File: src/rtl/mem_port_arbiter.sv
// Arbiter that shares one single-ported memory between the fetch port and the data port.
// Define ARB_STARVE_GUARD_EN to let a waiting fetch in after STREAK_MAX back-to-back data grants.
module mem_port_arbiter #(
    parameter int AW         = 32,
    parameter int DW         = 32,
    parameter int STREAK_MAX = 4
) (
    input  logic          clk,
    input  logic          rst,

    input  logic          if_req,
    input  logic [AW-1:0] if_addr,
    output logic [DW-1:0] if_rdata,
    output logic          if_valid,
    output logic          if_stall,

    input  logic          d_req,
    input  logic          d_we,
    input  logic [AW-1:0] d_addr,
    input  logic [DW-1:0] d_wdata,
    input  logic [2:0]    d_ctrl,
    output logic [DW-1:0] d_rdata,
    output logic          d_valid,
    output logic          d_stall,

    output logic          m_req,
    output logic          m_we,
    output logic [AW-1:0] m_addr,
    output logic [DW-1:0] m_wdata,
    output logic [2:0]    m_ctrl,
    input  logic          m_ready,
    input  logic          m_rvalid,
    input  logic [DW-1:0] m_rdata,

    output logic          owner,
    output logic          busy
);

    // state  | meaning
    // IDLE   | no transaction, arbitrate between ports
    // ISSUE  | m_req held, waiting for m_ready
    // WAIT   | request accepted, waiting for m_rvalid
    // RESP   | owner's valid pulses for this cycle only
    typedef enum logic [1:0] {
        S_IDLE  = 2'd0,
        S_ISSUE = 2'd1,
        S_WAIT  = 2'd2,
        S_RESP  = 2'd3
    } state_t;

    state_t        state_q;
    logic          m_req_q;
    logic          m_we_q;
    logic [AW-1:0] m_addr_q;
    logic [DW-1:0] m_wdata_q;
    logic [2:0]    m_ctrl_q;
    logic [DW-1:0] if_rdata_q;
    logic [DW-1:0] d_rdata_q;
    logic          if_valid_q;
    logic          d_valid_q;
    logic          owner_q;

    logic          grant_data_d;
    logic          grant_fetch_d;
    logic          fetch_forced;
    logic          complete_d;
    logic [DW-1:0] rsp_data_d;

`ifdef ARB_STARVE_GUARD_EN
    localparam logic [2:0] STREAK_LIM = 3'(STREAK_MAX);

    logic [2:0] streak_q;
    logic [2:0] streak_d;

    assign fetch_forced = if_req && (streak_q >= STREAK_LIM);

    always_comb begin
        streak_d = streak_q;
        if (!if_req || grant_fetch_d) begin
            streak_d = 3'd0;
        end else if (grant_data_d && (streak_q < STREAK_LIM)) begin
            streak_d = streak_q + 3'd1;
        end
    end

    always_ff @(posedge clk or negedge rst) begin
        if (!rst) begin
            streak_q <= 3'd0;
        end else begin
            streak_q <= streak_d;
        end
    end
`else
    logic unused_streak_max;

    assign unused_streak_max = |STREAK_MAX;
    assign fetch_forced      = 1'b0;
`endif

    always_comb begin
        grant_data_d  = 1'b0;
        grant_fetch_d = 1'b0;
        if (state_q == S_IDLE) begin
            if (d_req && !fetch_forced) begin
                grant_data_d = 1'b1;
            end else if (if_req) begin
                grant_fetch_d = 1'b1;
            end
        end
    end

    // A response may arrive in the same cycle the request is accepted.
    assign complete_d = ((state_q == S_ISSUE) && m_ready && m_rvalid) ||
                        ((state_q == S_WAIT) && m_rvalid);

    // Store acknowledgements carry no data back to the pipeline.
    assign rsp_data_d = m_we_q ? '0 : m_rdata;

    always_ff @(posedge clk or negedge rst) begin
        if (!rst) begin
            state_q    <= S_IDLE;
            m_req_q    <= 1'b0;
            m_we_q     <= 1'b0;
            m_addr_q   <= '0;
            m_wdata_q  <= '0;
            m_ctrl_q   <= 3'b000;
            if_rdata_q <= '0;
            d_rdata_q  <= '0;
            if_valid_q <= 1'b0;
            d_valid_q  <= 1'b0;
            owner_q    <= 1'b0;
        end else begin
            if_valid_q <= 1'b0;
            d_valid_q  <= 1'b0;

            if (complete_d) begin
                if (owner_q) begin
                    d_valid_q <= 1'b1;
                    d_rdata_q <= rsp_data_d;
                end else begin
                    if_valid_q <= 1'b1;
                    if_rdata_q <= rsp_data_d;
                end
            end

            case (state_q)
                S_IDLE: begin
                    if (grant_data_d) begin
                        owner_q   <= 1'b1;
                        m_req_q   <= 1'b1;
                        m_we_q    <= d_we;
                        m_addr_q  <= d_addr;
                        m_wdata_q <= d_wdata;
                        m_ctrl_q  <= d_ctrl;
                        state_q   <= S_ISSUE;
                    end else if (grant_fetch_d) begin
                        owner_q   <= 1'b0;
                        m_req_q   <= 1'b1;
                        m_we_q    <= 1'b0;
                        m_addr_q  <= if_addr;
                        m_wdata_q <= '0;
                        m_ctrl_q  <= 3'b000;
                        state_q   <= S_ISSUE;
                    end
                end
                S_ISSUE: begin
                    if (m_ready) begin
                        m_req_q <= 1'b0;
                        state_q <= m_rvalid ? S_RESP : S_WAIT;
                    end
                end
                S_WAIT: begin
                    if (m_rvalid) begin
                        state_q <= S_RESP;
                    end
                end
                S_RESP: begin
                    state_q <= S_IDLE;
                end
                default: begin
                    state_q <= S_IDLE;
                end
            endcase
        end
    end

    assign m_req    = m_req_q;
    assign m_we     = m_we_q;
    assign m_addr   = m_addr_q;
    assign m_wdata  = m_wdata_q;
    assign m_ctrl   = m_ctrl_q;
    assign if_rdata = if_rdata_q;
    assign d_rdata  = d_rdata_q;
    assign if_valid = if_valid_q;
    assign d_valid  = d_valid_q;
    assign owner    = owner_q;
    assign busy     = (state_q != S_IDLE);

    assign if_stall = if_req & ~if_valid_q;
    assign d_stall  = d_req & ~d_valid_q;

endmodule

File: config.mk
export PLATFORM = sky130hd
export DESIGN_NAME = mem_port_arbiter
export DESIGN_NICKNAME = d
export VERILOG_FILES = /design/src/rtl/mem_port_arbiter.sv
export SDC_FILE = /design/constraint.sdc
export NUM_CORES = 1
export LEC_CHECK = 0
export ABC_AREA = 1
export CORE_UTILIZATION = 38
export CTS_CLUSTER_DIAMETER = 100
export CTS_CLUSTER_SIZE = 28
export DETAILED_ROUTE_END_ITERATION = 12
export PLACE_DENSITY = 0.84
export SLEW_MARGIN = 10
export SYNTH_ARGS = -nofsm -noshare
export SYNTH_HDL_FRONTEND = slang
export SYNTH_SLANG_ARGS = --single-unit
export TNS_END_PERCENT = 10
File: constraint.sdc
create_clock -name clk -period 1.56 [get_ports clk]
set_clock_uncertainty 0.15 [all_clocks]
set_input_delay 0.468 -clock clk [delete_from_list [all_inputs] [get_ports clk]]
set_output_delay 0.468 -clock clk [all_outputs]
set_load 0.01 [all_outputs]
# ---- Word-level counts from Yosys, hierarchy flattened
# Index checks and enable logic that the tools add are counted.
dict set report totals {
  output_inout_bits 139
  elab_cells 64
  register_bits 138
  latch_bits 0
  mem_bits_rw 0
  n_memories 0
  input_bits 138
  mem_bits_ro 0
}
dict set report classes {
  addsub 0
  n_div 0
  multipliers 0
  shift 0
  muxes 29
  n_eq_ne 6
  magnitude_cmp 0
  bitwise 5
  reduce_logical 13
}
# operator n
set op_table {}
lappend op_table {{two-way mux 32 bit} 5}
lappend op_table {{two-way mux 1 bit} 16}
lappend op_table {{two-way mux 2 bit} 4}
lappend op_table {{one-hot mux 2 bit (4 select lines)} 1}
lappend op_table {{two-way mux 3 bit} 2}
lappend op_table {{AND reduction 2 bit} 3}
lappend op_table {{AND reduction 3 bit} 2}
lappend op_table {{nonzero test 2 bit} 3}
lappend op_table {{equality test 2 bit, second input constant} 2}
lappend op_table {{!= test 2 bit, second input constant} 2}
lappend op_table {{logical AND 1 bit} 3}
lappend op_table {{!= test 3 bit, second input constant} 1}
lappend op_table {{inverter 1 bit} 3}
lappend op_table {{AND 1 bit} 2}
lappend op_table {{equality test 2 x 1 -> 1 bit, second input constant} 1}
lappend op_table {{logical NOT 2 bit} 1}
lappend op_table {{one-hot mux 1 bit (2 select lines)} 1}
lappend op_table {{logical OR 1 bit} 1}

# ---- Logic depth before layout (Yosys ltp)
dict set report logic_depth {
  word_depth 6
  depth_mapped 9
  mapped_depth_nobuf 7
}

# ---- Least setup slack after synthesis
# OpenSTA, ideal clock, no wires.
dict set report synth_timing {
  path_kind {register to register}
  startpoint {register state_q[0]}
  endpoint {register m_wdata_q[10] (netlist: m_wdata[10])}
  synth_period_minus_slack_ps 1563
  required_time_ps 1293
  setup_time_ps 117
  setup_slack_ps -3
  t_arrival_ps 1296
  path_stages_with_launch 10
  path_buffers 2
  cell_sequence {dfrtp_1 -> inv_1 -> ha_1 -> nand2_2 -> nand2_2 -> inv_2 -> buf_6 -> buf_6 -> nand2_1 -> nand2_1}
}
dict set report synth_between {
  elab_chain_cells 4
  elab_cells_between_ends 6
  cone_classes {mux: 3; reduce/logical: 3}
}
# item line
set synth_rtl {}
lappend synth_rtl {{from (decl)} 51} ;# state_t state_q;
lappend synth_rtl {{from (signal assigned)} 169} ;# state_q <= m_rvalid ? S_RESP : S_WAIT;
lappend synth_rtl {{logical NOT 2 bit (*)} {103, 146}}
lappend synth_rtl {{two-way mux 1 bit} 103} ;# if (state_q == S_IDLE) begin
lappend synth_rtl {{nonzero test 2 bit (no line)} --}
lappend synth_rtl {{AND reduction 2 bit (no line)} --}
lappend synth_rtl {{to (signal assigned)} 153} ;# m_wdata_q <= d_wdata;
lappend synth_rtl {{to (decl)} 55} ;# logic [DW-1:0] m_wdata_q;
# Every way passes the cells marked *; elsewhere a longest branch is shown, timed or not.
# A chain may end at the register's enable or synchronous reset.

# ---- Worst setup path in the final report
dict set report layout_timing {
  startpoint {register state_q[1]}
  endpoint {output busy}
}
dict set report layout_between {
  elab_chain_cells 1
}
# item line
set layout_rtl {}
lappend layout_rtl {{nonzero test 2 bit} 197} ;# assign busy = (state_q != S_IDLE);
lappend layout_rtl {{to (decl)} 36} ;# output logic busy
# No other way between the ends.

==> run summary <==
Final Slew Violations = 0
# clock sinks = 138
Reg2Reg Depth = 10
global-route wire length before repair = 29500 um
largest net degree at the start of global routing = 46
CORE AREA = 15300 um2
Remaining Overflow, GRT = 0
R2R Path Start = state_q[1]$_DFFE_PN0P_
drt drc = 0
Post-synth top cells = nand2_1, dfrtp_1, nand3_1
largest cells by area after synthesis = dfrtp_1, nand2_1, nand3_1
die extent in y = 127 um
fillcell total = 1211
DP Area = 9170 um2
Post-synth EDFFs = 0
Initial Util = 39.1%
Design Area, Final = 10200 um2
Setup crit end = busy
Netlist cell types = 16
CP Launch Point = state_q[1]$_DFFE_PN0P_
Die ar. = 16200 um2
drt first pass iters = 7
area delta synth->final = 71.5%
WL final = 21900 um
sequential area share after synthesis = 57.8%
fmax = 0.555 GHz
power per cell area = 2020 nW/um2
Critical Path RT = 940 ps
top cell type's share of synthesized area = 57.8%
asr flop ratio synth = 100%
flop2flop setup slack = -210 ps
clk slew on worst S/H paths = 60 ps
Overall Global Routing Usage = 23.7%
TritonCTS Buffers = 17
worst hold margin = 313 ps
LEAKAGE = 5.36 nW
Antenna Nets Post-Route = 0
FF-to-FF End = d_rdata[7]$_DFFE_PN0P_
dpl ws = -741 ps
hold path depth = 2
#FFs+latches synth = 138
Ys Warns = 0
Worst Tran Pin Value = 406 ps
# H-tree levels = 4
initial antenna violation count = 0
Final GP Congestion = 0.838
Post-synth top flop = dfrtp_1
Finished Layout Cells = 1275
Post-DP HPWL = 12900 um
syn avg cell area = 8.27 um2
status = finished with violations
worst skew pair latency = 420 ps
Final Hold Fails = 0
die width = 127 um
Worst Hold Class = flop to flop
synthesized net count = 863
port buffer count = 276
routed vias = 6298
Worst Path Max Fanout = 2
Synth area leader = dfrtp_1
# diodes = 0
crit start category = flop
CTS tree = built
Nets = 1192
Post-Syn Instances = 722
Worst Slack Setup Final = -240 ps
initial DRC count = 442
Pwr Total = 20.7 mW
Row Count = 45
VDD IR max = 0.981 mV
wire per inst = 17.2 um
cell with the most instances after synthesis = nand2_1
Setup violations, final = 208
I/O pins = 277
post-route minimum period = 1800 ps
clk root buf = clkbuf_16
failing checks = setup timing
period utilisation layout = 115%
post-synthesis instance area = 5970 um2
Final Util = 67.1%
crit path kind = flop to output pin
Worst setup EP type = output pin
number of global-route vias before repair = 5867
Slew HR = 72.9%
RSZ-0062 raised after global routing = yes
CTS max path bufs = 2
Arr. time, crit path = 1180 ps
layout cells sized above 1 = 28.8%
Max Cap Viol = 0
setup_tns = -19160 ps
placed cells = 1207
DR vias/cell = 4.94
-- cells by family (layout without fill, tap and decap cells) --
family	count (synthesis)	in the layout	synth area share, %
AND/OR/NAND/NOR	430	430	28.9
AO/OA/AOI/OAI	60	60	5.22
adder cells (fa/ha/maj)	3	3	0.629
flip-flops	138	138	57.8
buffers and inverters	91	433	7.46
-- worst min-delay path by stage --
stage | from | endpoint | slack, ps
floorplan | rst | d_rdata[0]$_DFFE_PN0P_ | 20
global placement | rst | if_rdata[4]$_DFFE_PN0P_ | 240
detailed placement | rst | d_rdata[4]$_DFFE_PN0P_ | 240
CTS | m_wdata[18]$_DFFE_PN0P_ | m_wdata[18]$_DFFE_PN0P_ | 320
global route | m_wdata[11]$_DFFE_PN0P_ | m_wdata[11]$_DFFE_PN0P_ | 330
finish | m_wdata[9]$_DFFE_PN0P_ | m_wdata[9]$_DFFE_PN0P_ | 310
-- layout by cell type (no fill, tap or decap), types with 2 or more instances in the layout --
master / instances
nand2_1: 265
dfrtp_1: 138
clkdlybuf4s50_1: 134
buf_2: 94
nand3_1: 72
nor2_1: 58
buf_6: 54
inv_1: 39
buf_4: 34
clkbuf_16: 33
o21ai_1: 32
o21ai_0: 16
nand2_2: 14
buf_12: 12
o21ai_2: 11
clkinv_2: 7
inv_2: 5
nand2_4: 5
nand3_2: 5
nor2_2: 5
buf_8: 5
clkinvlp_4: 4
nand2_8: 3
ha_4: 3
inv_4: 2
nand3_4: 2
-- per-layer routing --
metal	track usage, %	part of all wire, %	vias to the layer above
met2	38.5	48	337
met1	29.6	40	2969
met5	0	0	-
met3	6.45	8.0	69
li1	-	-	2923
met4	10.4	3.9	0
-- area by class of cell --
cell class | instances | area (um2) | share of cell area (%)
Clock buffer | 19 | 443 | 4.33
Clock inverter | 13 | 104 | 1.01
Tap cell | 211 | 264 | 2.58
Timing Repair Buffer | 353 | 3440 | 33.6
Inverter | 48 | 206 | 2.02
Multi-Input combinational cell | 493 | 2330 | 22.7
Sequential cell | 138 | 3450 | 33.7
-- registers in the layout, indices dropped and copies added (netlist names) --
register  count
d_rdata      32
d_valid       1
if_rdata     32
if_valid      1
m_addr       32
m_ctrl        3
m_req         1
m_wdata      32
m_we          1
owner         1
state_q       2
-- timing repair --
| action | 4_1_cts | 5_1_grt |
|---|---|---|
| pin swaps | 3 | 16 |
| gates resized for setup | 610 | 105 |
| endpoints found under the hold margin | 25 | 0 |
| hold buffers | 1 | 0 |
| cloned | 0 | 20 |
| endpoints found under the setup margin | 272 | 275 |
| buffers inserted | 11 | 8 |
-- report_power, final --
group          internal, mW  switching [mW]  total [mW]
clock network          2.21            1.57        3.78
logic                  5.10            5.59        10.7
registers              5.22            1.03        6.26
-- critical path: stages, from the launching register on --
cell     delay, ps
dfrtp_1        390
inv_2           90
ha_4           140
inv_2           40
buf_6          110
No activity file was read; power rests on OpenSTA's default activity.
